--- src/rtl/block_pkg.sv ---
// Shared types, sizes and helpers for the block window loader.
// Imported by the loader top and its sliced-ID list.
package block_pkg;

    localparam int NUM_SLOTS = 12;
    localparam int Z_W       = 14;
    localparam int CNT_W     = 4;
    localparam int WAIT_W    = 4;

    localparam logic [7:0]     ID_NONE = 8'hFF;
    localparam logic [Z_W-1:0] Z_MAX   = 14'h3FFF;

    // Bit layout matches the ROM word: {time, x, y, color, dir}.
    typedef struct packed {
        logic [17:0] t;
        logic [11:0] x;
        logic [11:0] y;
        logic        color;
        logic [2:0]  dir;
    } block_rec_t;

    typedef enum logic [2:0] {
        ST_IDLE,
        ST_RETIRE,
        ST_FILL,
        ST_FETCH,
        ST_ZCALC,
        ST_COMMIT
    } state_e;

    // Distance to the player plane; blocks already passed sit at z=0.
    function automatic logic [Z_W-1:0] calc_z(
        input logic [17:0] t_blk,
        input logic [17:0] t_now,
        input int unsigned zpt
    );
        logic [18:0] delta;
        logic [49:0] prod;
        delta  = {1'b0, t_blk} - {1'b0, t_now};
        prod   = '0;
        calc_z = '0;
        if (!delta[18]) begin
            prod   = {32'd0, delta[17:0]} * {18'd0, zpt};
            calc_z = (prod > 50'(Z_MAX)) ? Z_MAX : prod[Z_W-1:0];
        end
    endfunction

endpackage

--- src/rtl/sliced_id_list.sv ---
// Ring of recently sliced block IDs fed back to the selector.
// Duplicate IDs are ignored; the oldest entry is overwritten on wrap.
module sliced_id_list
    import block_pkg::*;
(
    input  logic                      clk_in,
    input  logic                      rst_n_in,
    input  logic                      restart_in,
    input  logic                      slice_valid_in,
    input  logic [7:0]                slice_id_in,
    output logic [NUM_SLOTS-1:0][7:0] list_out
);

    logic [NUM_SLOTS-1:0][7:0] list_q;
    logic [CNT_W-1:0]          wr_ptr_q;
    logic                      hit_d;

    // Look for the incoming ID anywhere in the ring.
    always_comb begin
        hit_d = 1'b0;
        for (int i = 0; i < NUM_SLOTS; i++) begin
            if (list_q[i] == slice_id_in) begin
                hit_d = 1'b1;
            end
        end
    end

    // Store new IDs at the write pointer; restart clears the ring.
    always_ff @(posedge clk_in or negedge rst_n_in) begin
        if (!rst_n_in) begin
            list_q   <= {NUM_SLOTS{ID_NONE}};
            wr_ptr_q <= '0;
        end else if (restart_in) begin
            list_q   <= {NUM_SLOTS{ID_NONE}};
            wr_ptr_q <= '0;
        end else if (slice_valid_in && !hit_d) begin
            list_q[wr_ptr_q] <= slice_id_in;
            if (wr_ptr_q == CNT_W'(NUM_SLOTS - 1)) begin
                wr_ptr_q <= '0;
            end else begin
                wr_ptr_q <= wr_ptr_q + CNT_W'(1);
            end
        end
    end

    assign list_out = list_q;

endmodule

--- src/rtl/block_window_loader.sv ---
// Streams the time-sorted beatmap and keeps the 12 nearest upcoming
// blocks; once per frame it publishes a stable window with z values.
module block_window_loader
    import block_pkg::*;
#(
    parameter int unsigned NUM_BLOCKS  = 200,
    parameter int unsigned ROM_LATENCY = 2,
    parameter int unsigned HORIZON     = 4096,
    parameter int unsigned Z_PER_TICK  = 2
) (
    input  logic                        clk_in,
    input  logic                        rst_n_in,
    input  logic                        frame_start_in,
    input  logic                        restart_in,
    input  logic [17:0]                 curr_time_in,
    input  logic                        slice_valid_in,
    input  logic [7:0]                  slice_ID_in,
    output logic [7:0]                  rom_addr_out,
    input  logic [45:0]                 rom_data_in,
    output logic [NUM_SLOTS-1:0][11:0]  block_x_out,
    output logic [NUM_SLOTS-1:0][11:0]  block_y_out,
    output logic [NUM_SLOTS-1:0][13:0]  block_z_out,
    output logic [NUM_SLOTS-1:0]        block_color_out,
    output logic [NUM_SLOTS-1:0][2:0]   block_direction_out,
    output logic [NUM_SLOTS-1:0][7:0]   block_ID_out,
    output logic [NUM_SLOTS-1:0]        block_visible_out,
    output logic [NUM_SLOTS-1:0][7:0]   sliced_blocks_out,
    output logic                        busy_out,
    output logic                        window_valid_out
);

    state_e           state_q;
    logic [17:0]      t_now_q;
    logic [7:0]       ptr_q;
    logic [CNT_W-1:0] cnt_q;
    logic [WAIT_W-1:0] wait_q;
    logic [CNT_W-1:0] zidx_q;
    logic             busy_q;
    logic             wvalid_q;
    logic [7:0]       rom_addr_q;

    // Private working window; slot 0 is the nearest block.
    block_rec_t       slot_q [NUM_SLOTS];
    logic [7:0]       wid_q  [NUM_SLOTS];

    // Staging copy built during ZCALC, copied out in COMMIT.
    logic [NUM_SLOTS-1:0][11:0]  stg_x_q;
    logic [NUM_SLOTS-1:0][11:0]  stg_y_q;
    logic [NUM_SLOTS-1:0][13:0]  stg_z_q;
    logic [NUM_SLOTS-1:0]        stg_c_q;
    logic [NUM_SLOTS-1:0][2:0]   stg_d_q;
    logic [NUM_SLOTS-1:0][7:0]   stg_id_q;
    logic [NUM_SLOTS-1:0]        stg_vis_q;

    // Published arrays, stable between commits.
    logic [NUM_SLOTS-1:0][11:0]  pub_x_q;
    logic [NUM_SLOTS-1:0][11:0]  pub_y_q;
    logic [NUM_SLOTS-1:0][13:0]  pub_z_q;
    logic [NUM_SLOTS-1:0]        pub_c_q;
    logic [NUM_SLOTS-1:0][2:0]   pub_d_q;
    logic [NUM_SLOTS-1:0][7:0]   pub_id_q;
    logic [NUM_SLOTS-1:0]        pub_vis_q;

    block_rec_t       rom_rec_d;
    block_rec_t       zsel_d;
    logic [Z_W-1:0]   z_d;
    logic             fits_d;
    logic             retire_d;
    logic             fill_done_d;
    logic             zlive_d;
    logic [7:0]       ptr_inc_d;
    logic [CNT_W-1:0] cnt_inc_d;

    assign rom_rec_d   = block_rec_t'(rom_data_in);
    assign fits_d      = {1'b0, rom_rec_d.t} <=
                         ({1'b0, t_now_q} + 19'(HORIZON));
    assign retire_d    = (cnt_q != '0) && (slot_q[0].t < t_now_q);
    assign fill_done_d = (cnt_q == CNT_W'(NUM_SLOTS)) ||
                         (ptr_q == 8'(NUM_BLOCKS));
    assign ptr_inc_d   = ptr_q + 8'd1;
    assign cnt_inc_d   = cnt_q + CNT_W'(1);
    assign zsel_d      = slot_q[zidx_q];
    assign zlive_d     = zidx_q < cnt_q;
    assign z_d         = calc_z(zsel_d.t, t_now_q, Z_PER_TICK);

    // Update sequencer: retire passed blocks, refill from ROM, compute z, publish.
    always_ff @(posedge clk_in or negedge rst_n_in) begin
        if (!rst_n_in) begin
            state_q    <= ST_IDLE;
            t_now_q    <= '0;
            ptr_q      <= '0;
            cnt_q      <= '0;
            wait_q     <= '0;
            zidx_q     <= '0;
            busy_q     <= 1'b0;
            wvalid_q   <= 1'b0;
            rom_addr_q <= '0;
            for (int i = 0; i < NUM_SLOTS; i++) begin
                slot_q[i] <= '0;
                wid_q[i]  <= ID_NONE;
            end
            stg_x_q   <= '0;
            stg_y_q   <= '0;
            stg_z_q   <= '0;
            stg_c_q   <= '0;
            stg_d_q   <= '0;
            stg_id_q  <= {NUM_SLOTS{ID_NONE}};
            stg_vis_q <= '0;
            pub_x_q   <= '0;
            pub_y_q   <= '0;
            pub_z_q   <= '0;
            pub_c_q   <= '0;
            pub_d_q   <= '0;
            pub_id_q  <= {NUM_SLOTS{ID_NONE}};
            pub_vis_q <= '0;
        end else if (restart_in) begin
            state_q  <= ST_IDLE;
            ptr_q    <= '0;
            cnt_q    <= '0;
            busy_q   <= 1'b0;
            wvalid_q <= 1'b0;
        end else begin
            wvalid_q <= 1'b0;
            unique case (state_q)
                ST_IDLE: begin
                    if (frame_start_in) begin
                        t_now_q <= curr_time_in;
                        busy_q  <= 1'b1;
                        zidx_q  <= '0;
                        state_q <= ST_RETIRE;
                    end
                end
                ST_RETIRE: begin
                    if (retire_d) begin
                        for (int i = 0; i < NUM_SLOTS - 1; i++) begin
                            slot_q[i] <= slot_q[i+1];
                            wid_q[i]  <= wid_q[i+1];
                        end
                        slot_q[NUM_SLOTS-1] <= '0;
                        wid_q[NUM_SLOTS-1]  <= ID_NONE;
                        cnt_q <= cnt_q - CNT_W'(1);
                    end else begin
                        state_q <= ST_FILL;
                    end
                end
                ST_FILL: begin
                    if (fill_done_d) begin
                        state_q <= ST_ZCALC;
                    end else begin
                        rom_addr_q <= ptr_q;
                        wait_q     <= '0;
                        state_q    <= ST_FETCH;
                    end
                end
                ST_FETCH: begin
                    if (wait_q != WAIT_W'(ROM_LATENCY)) begin
                        wait_q <= wait_q + WAIT_W'(1);
                    end else if (fits_d) begin
                        slot_q[cnt_q] <= rom_rec_d;
                        wid_q[cnt_q]  <= ptr_q;
                        ptr_q <= ptr_inc_d;
                        cnt_q <= cnt_inc_d;
                        // Chain the next read straight away while room remains.
                        if ((cnt_inc_d != CNT_W'(NUM_SLOTS)) &&
                            (ptr_inc_d != 8'(NUM_BLOCKS))) begin
                            rom_addr_q <= ptr_inc_d;
                            wait_q     <= '0;
                        end else begin
                            state_q <= ST_ZCALC;
                        end
                    end else begin
                        state_q <= ST_ZCALC;
                    end
                end
                ST_ZCALC: begin
                    if (zlive_d) begin
                        stg_x_q[zidx_q]   <= zsel_d.x;
                        stg_y_q[zidx_q]   <= zsel_d.y;
                        stg_z_q[zidx_q]   <= z_d;
                        stg_c_q[zidx_q]   <= zsel_d.color;
                        stg_d_q[zidx_q]   <= zsel_d.dir;
                        stg_id_q[zidx_q]  <= wid_q[zidx_q];
                        stg_vis_q[zidx_q] <= 1'b1;
                    end else begin
                        stg_x_q[zidx_q]   <= '0;
                        stg_y_q[zidx_q]   <= '0;
                        stg_z_q[zidx_q]   <= '0;
                        stg_c_q[zidx_q]   <= 1'b0;
                        stg_d_q[zidx_q]   <= '0;
                        stg_id_q[zidx_q]  <= ID_NONE;
                        stg_vis_q[zidx_q] <= 1'b0;
                    end
                    if (zidx_q == CNT_W'(NUM_SLOTS - 1)) begin
                        zidx_q  <= '0;
                        state_q <= ST_COMMIT;
                    end else begin
                        zidx_q <= zidx_q + CNT_W'(1);
                    end
                end
                ST_COMMIT: begin
                    pub_x_q   <= stg_x_q;
                    pub_y_q   <= stg_y_q;
                    pub_z_q   <= stg_z_q;
                    pub_c_q   <= stg_c_q;
                    pub_d_q   <= stg_d_q;
                    pub_id_q  <= stg_id_q;
                    pub_vis_q <= stg_vis_q;
                    wvalid_q  <= 1'b1;
                    busy_q    <= 1'b0;
                    state_q   <= ST_IDLE;
                end
                default: begin
                    state_q <= ST_IDLE;
                end
            endcase
        end
    end

    sliced_id_list u_sliced (
        .clk_in         (clk_in),
        .rst_n_in       (rst_n_in),
        .restart_in     (restart_in),
        .slice_valid_in (slice_valid_in),
        .slice_id_in    (slice_ID_in),
        .list_out       (sliced_blocks_out)
    );

    assign rom_addr_out        = rom_addr_q;
    assign block_x_out         = pub_x_q;
    assign block_y_out         = pub_y_q;
    assign block_z_out         = pub_z_q;
    assign block_color_out     = pub_c_q;
    assign block_direction_out = pub_d_q;
    assign block_ID_out        = pub_id_q;
    assign block_visible_out   = pub_vis_q;
    assign busy_out            = busy_q;
    assign window_valid_out    = wvalid_q;

endmodule

--- config.mk ---
export PLATFORM = sky130hd
export DESIGN_NAME = block_window_loader
export DESIGN_NICKNAME = d
export VERILOG_FILES = /design/src/rtl/block_pkg.sv /design/src/rtl/sliced_id_list.sv /design/src/rtl/block_window_loader.sv
export SDC_FILE = /design/constraint.sdc
export NUM_CORES = 2
export LEC_CHECK = 0
export BUFFER_PORTS_ARGS = -buffer_cell sky130_fd_sc_hd__buf_4
export CAP_MARGIN = 15
export CORE_MARGIN = 1.5
export CORE_UTILIZATION = 28
export CTS_BUF_LIST = sky130_fd_sc_hd__clkbuf_16
export DETAILED_ROUTE_END_ITERATION = 8
export GPL_TIMING_DRIVEN = 1
export HOLD_SLACK_MARGIN = 0.06
export PLACE_DENSITY_LB_ADDON = 0.2
export SLEW_MARGIN = 15
export SYNTH_ARGS = -nofsm -noshare
export SYNTH_HDL_FRONTEND = slang
export SYNTH_SLANG_ARGS = --single-unit
--- constraint.sdc ---
create_clock -name clk_in -period 5.4 [get_ports clk_in]
set_input_delay 0.54 -clock clk_in [delete_from_list [all_inputs] [get_ports clk_in]]
set_output_delay 0.54 -clock clk_in [all_outputs]
set_load 0.03 [all_outputs]
# Word level (Yosys, flattened, before mapping)
# Index checks and enable logic that the tools add are counted.
word_totals:
  elab_cells: 422
  register_bits: 2023
  latch_bits: 0
  out_inout_bits: 718
  romBits: 0
  in_bits: 77
  memories: 0
  ram_bits: 0
op_classes:
  magnitude_cmp: 11
  div: 0
  addsub: 8
  reduce_logical: 29
  n_bitwise: 15
  n_mux: 101
  n_shift: 0
  n_mul: 0
  eq_ne: 40
op_table:
  columns: ["op", "n"]
  rows:
  - ["552-bit two-way mux", 3]
  - ["552-bit case mux with 2 select lines", 1]
  - ["96-bit two-way mux", 6]
  - ["552-bit bitwise mux", 1]
  - ["144-bit bitwise AND", 2]
  - ["144-bit bitwise mux", 2]
  - ["96-bit bitwise mux", 3]
  - ["144-bit two-way mux", 2]
  - ["96-bit case mux with 2 select lines", 1]
  - ["46-bit binary-select mux with 4-bit select", 1]
  - ["46-bit demux with 4-bit select", 1]
  - ["168-bit bitwise AND", 1]
  - ["168-bit bitwise mux", 1]
  - ["168-bit two-way mux", 1]
  - ["168-bit inverter", 1]
  - ["144-bit inverter", 1]
  - ["46-bit two-way mux", 3]
  - ["8-bit two-way mux", 13]
  - ["8-bit demux with 4-bit select", 3]
  - ["8-bit equality test", 12]
  - ["96-bit OR", 1]
  - ["14-bit demux with 4-bit select", 1]
  - ["4-bit two-way mux", 13]
  - ["12-bit demux with 4-bit select", 1]
  - ["other kinds (56)", 129]

# Logic depth before layout (Yosys ltp)
logic_depth:
  word_depth: 17
  ltp_mapped: 20
  ltp_nobuf: 14

# Hierarchy
# From an unflattened synthesis, not the netlist that was laid out.
unflattened:
  cells_unflattened: 6831
  hier_area_um2: 90858.4
modules_own_cells:
  columns: ["module", "area_per_inst_um2", "cells_per_inst", "seq_area_each_um2", "instances"]
  rows:
  - ["block_window_loader", 85085.4, 6315, 48481.5, 1]
  - ["sliced_id_list", 5773.0, 516, 2622.5, 1]

# Worst setup path after synthesis
# No wires, ideal clock.
synth_timing:
  kind: "reg2reg"
  from: "register zidx_q[0]"
  to: "register stg_z_q[103] (netlist name)"
  setup_slack_ns: 0.399
  t_arrival_ns: 4.880
  period_less_slack_ns: 5.001
  required_ns: 5.279
  path_buffers: 5
  stages_incl_launch_ff: 18
  setup_time_ns: 0.121
  path_cell_list: "dfrtp_1 clkbuf_1 clkbuf_1 clkbuf_1 buf_2 mux4_2 mux2i_1 o21ai_0 ha_1 a21oi_1 a21boi_0 a311o_1 a21oi_1 mux2i_1 nand4_1 or3_1 clkbuf_1 a22o_1"
synth_via:
  elab_chain_len: 10
  word_cells_on_any_way: 18
  cone_classes: "add/sub (1); order compare (4); mux (9); bitwise (3); reduce/logical (1)"
synth_lines:
  columns: ["element", "line", "text"]
  rows:
  - ["start, declared", "block_window_loader.sv:37", "logic [CNT_W-1:0] zidx_q;"]
  - ["start signal, assigned", "block_window_loader.sv:197", "zidx_q <= zidx_q + CNT_W'(1);"]
  - ["4-bit inverter with 5-bit output (implied by the code)", "block_window_loader.sv:82", "assign zsel_d = slot_q[zidx_q];"]
  - ["46-bit binary-select mux with 4-bit select", "block_window_loader.sv:82", null]
  - ["46-bit two-way mux (implied by the code) (2 in series)", "block_window_loader.sv:82", null]
  - ["18-bit by 18-bit subtractor with 19-bit output", "block_pkg.sv:39", "delta = {1'b0, t_blk} - {1'b0, t_now};"]
  - ["19-bit by 14-bit greater-than comparator with 1-bit output", "block_pkg.sv:44", "calc_z = (prod > 50'(Z_MAX)) ? Z_MAX : prod[Z_W-1:0];"]
  - ["14-bit two-way mux", "block_pkg.sv:44", null]
  - ["14-bit two-way mux", "block_pkg.sv:42", "if (!delta[18]) begin"]
  - ["168-bit bitwise mux", "block_window_loader.sv:179", "stg_z_q[zidx_q] <= z_d;"]
  - ["168-bit two-way mux *", "block_window_loader.sv:176", "if (zlive_d) begin"]
  - ["end signal, assigned by index", "block_window_loader.sv:179", null]
  - ["end, declared", "block_window_loader.sv:49", "logic [NUM_SLOTS-1:0][13:0] stg_z_q;"]
# Mark *: on every way between the ends. The rest lies on a longest branch, timed or not. The select of a mux whose other input is x is not followed.
# A chain may end at the register's enable or synchronous reset.

# Worst setup path after layout
layout_timing:
  from: "register zidx_q[0]"
  to: "register stg_z_q[159] (netlist name)"
# Same word-level chain as after synthesis.

==> metrics.cfg <==
[clock_network]
clk_pin_slew_ns = 0.06
clock_latency_ns = 0.94
cts_buffer_depth = 4
cts-buffers-inserted = 231
post_cts_buffers = 0
cts_tree = yes
cts_root_buf = clkbuf_16
clock_sink_count = 2023
htree_levels = 4

[logic_synthesis]
yosysTopAreaCellShare_pct = 46.45
yosysSeqAreaShare_pct = 57.87
synth_top_cell_by_area = dfrtp_1
synthDistinctLibCells = 72
yosys_warnings = 0
async_flop_share_pct = 100.0
synthTopCellsByCount = dfrtp_1, mux2_2, nand2_1
synthCells = 7003
synth_most_common_cell = dfrtp_1
syn_avg_cell_area_sq_um = 12.61
syn-num-nets = 7155
synth_flop_cell = dfrtp_1
synth_edf_count = 0
synth_area_leaders = dfrtp_1, dfstp_2, mux2_2
yosys_register_bits = 2023
synth_area_sq_um = 88300

[sta]
tightest_slew_ns = 1.208
min_period_ns = 4.901
fmax_mhz = 204.1
setup_viol = 0
hold_viol_final = 0
period_share_pct = 90.75
slew_headroom_pct = 19.47
finalMaxSlewViolations = 0
finalSetupTns_ns = 0
rsz0062_at_grt = false
hold_slack_ns = 0.1221
fin_worst_skew_ns = 0.1242

[power_and_ir_drop]
leakagePower_uw = 0.04647
pwr-share-seq_pct = 42.3
power_switching_uw = 12380
power.density_nw_per_um2 = 365.9
ir_worst_vdd_v = 0.0003921
p_comb_share_pct = 18.7
p_sw_share_pct = 31.45
internal_power_uw = 26990
p_clk_share_pct = 38.9

[setup_path]
cp_max_fo = 24
cp.required_ns = 6.17
start_kind = flop
endpoint_kind = flop
crit_chain = buf_4 > mux4_2 > nand2_1 > o21ai_0 > ha_1 > a21oi_1 > o21ai_0 > a311o_1 > a21oi_1 > mux2i_1 > nand4_1 > buf_4 > or3_1 > buf_4 > a22o_1
critPathMaxStageDelay_ns = 0.75
cp.arrival_ns = 5.67
reg2reg_depth = 15
cp_slowest_cell = dfrtp_4
critical_path_class = reg2reg
cpMostUsedCell = buf_4

[detailed_routing]
dr.first_iter.drc_count = 6141
via_count = 64564
ant_nets = 0
drtPass1Iterations = 6
routedWlPerCell_um = 27.80
via_per_inst = 5.388
drc = 0
totalWireLength_mm = 333.1

[die]
rows = 206
io_pins = 795
die-width_um = 564.6
core-area_sq_um = 314500
die_h_um = 564.6
start_util_pct = 28.08
die_area_sq_um = 318700

[final_layout]
nNetsFinal = 7769
final_area_sq_um = 107600
drive_gt1_share_pct = 34.09
syn_to_final_growth_pct = 21.85
layout.cells.non_filler = 11982
fillerInstances = 31118

[global_route]
antenna_found_initial = 51
grt_pass1_wl_mm = 478.4
grt_overflow_total = 0
grt_usage_pct = 20.25
grt_max_degree = 258
first_global_vias = 64088

[worst_hold_path]
hold_path.class = in2reg
whs_path_depth = 5

[place]
dp_cells = 11479
io_buffers = 794
place.gp.congestion = 0.8229
hpwl_mm = 209.6
placed_area_sq_um = 99660

[run_status]
status = completed

[job]
cap_violations = 0

[critical path: cells and delay by family, from the launching register on]
family          cells  cell delay, ns
compound gates      6            1.32
fa+ha+maj           1            0.42
buf+inv             3            0.77
flops               1            0.75
mux                 2            0.78
simple gates        3            0.75
[power groups by stage]
stage / clock network [uW] / registers (uW) / logic [uW]
finish: 15300 / 16700 / 7380
global route: 16300 / 16700 / 7920
CTS: 15700 / 16600 / 7430
detailed placement: 0 / 16900 / 7360
global placement: 0 / 16900 / 7300
floorplan: 0 / 16800 / 3970
[metrics by stage]
| stage | total power (uW) | setup WS (ns) | util, % |
|---|---|---|---|
| 6_report | 39370 | 0.4995 | 34.22 |
| 5_1_grt | 40990 | 0.3190 | 34.21 |
| 4_1_cts | 39780 | 0.5558 | 34.20 |
| 3_5_place_dp | 24260 | 0.5379 | 31.69 |
| 3_3_place_gp | 24180 | 0.5002 | 31.69 |
| 2_1_floorplan | 20740 | 0.3991 | - |
[registers in the layout (all words and copies together) (netlist names), 12 cells and up, named ones only]
register and flops:
slot_q 552, block_z_out 168, stg_z_q 168, block_x_out 144, block_y_out 144, stg_x_q 144, stg_y_q 144, block_ID_out 96
stg_id_q 96, u_sliced.list_out 96, wid_q 96, block_direction_out 36, stg_d_q 36, t_now_q 18, block_color_out 12, block_visible_out 12
stg_c_q 12
[logic make-up (layout without fill, tap and decap cells)]
| family | Yosys count | in the layout | synth area share [%] |
|---|---|---|---|
| buffers and inverters | 760 | 1572 | 3.364 |
| xor gates and xnor gates | 127 | 127 | 1.260 |
| adders and majority gates | 75 | 75 | 1.071 |
| and+or+nand+nor | 1009 | 1009 | 4.907 |
| AOI/OAI and AO/OA | 2122 | 2122 | 18.24 |
| other | 0 | 7 | 0 |
| DFF | 2023 | 2023 | 57.87 |
| muxes | 887 | 887 | 13.28 |
[timing repair]
action / CTS / global route
endpoints found under the hold margin: 343 / 0
hold buffers: 64 / 0
gates resized for setup: 0 / 0
[placed cells by master (no fill, tap or decap), drive strengths merged, types with 16 or more instances in the layout]
master	count
xor2	47
nor4	16
ha	74
dlygate4sd3	64
buf	1029
nand2	628
nand4	35
mux4	161
o31ai	343
a211o	97
dfrtp	1639
clkinv	108
a22o	82
o21ai	255
mux2	668
mux2i	58
and3	21
nor2	196
nand3	44
o2bb2ai	598
inv	117
xnor2	80
nor2b	17
dfstp	384
a22oi	594
a21oi	79
bufinv	18
clkbuf	234
[path summary, 6_finish.rpt]
kind	from	slack, ns	endpoint
max	zidx_q[0]	0.50	stg_z_q[159]
max in group asynchronous	rst_n_in	3.33	stg_z_q[165]
min reg2reg	stg_x_q[126]	0.44	block_x_out[126]
max reg2reg	zidx_q[0]	0.50	stg_z_q[159]
min	frame_start_in	0.12	busy_out
min in group asynchronous	rst_n_in	0.19	block_x_out[12]
[per-layer routing]
metal / vias up / track usage, % / part of all wire [%] / wire, um
met1: 34061 / 29.39 / 46 / 153400
li1: 27547 / - / - / -
met3: 490 / 3.745 / 6.9 / 22960
met5: - / 0 / 0.016 / 54
met4: 8 / 5.538 / 2.8 / 9422
met2: 2458 / 30.72 / 44 / 147300
[cell type report]
class | instances | area (sq um) | area share [%]
well taps | 4160 | 5205 | 4.838
flip-flops and latches | 2023 | 51120 | 47.51
clock buffers | 234 | 5856 | 5.442
diodes | 7 | 17.52 | 0.01628
clock inverters | 197 | 1395 | 1.297
inverters | 48 | 180.2 | 0.1675
repair buffers | 1093 | 9031 | 8.394
multi-input cells | 4220 | 34790 | 32.34
(Power assumes the default switching activity.)
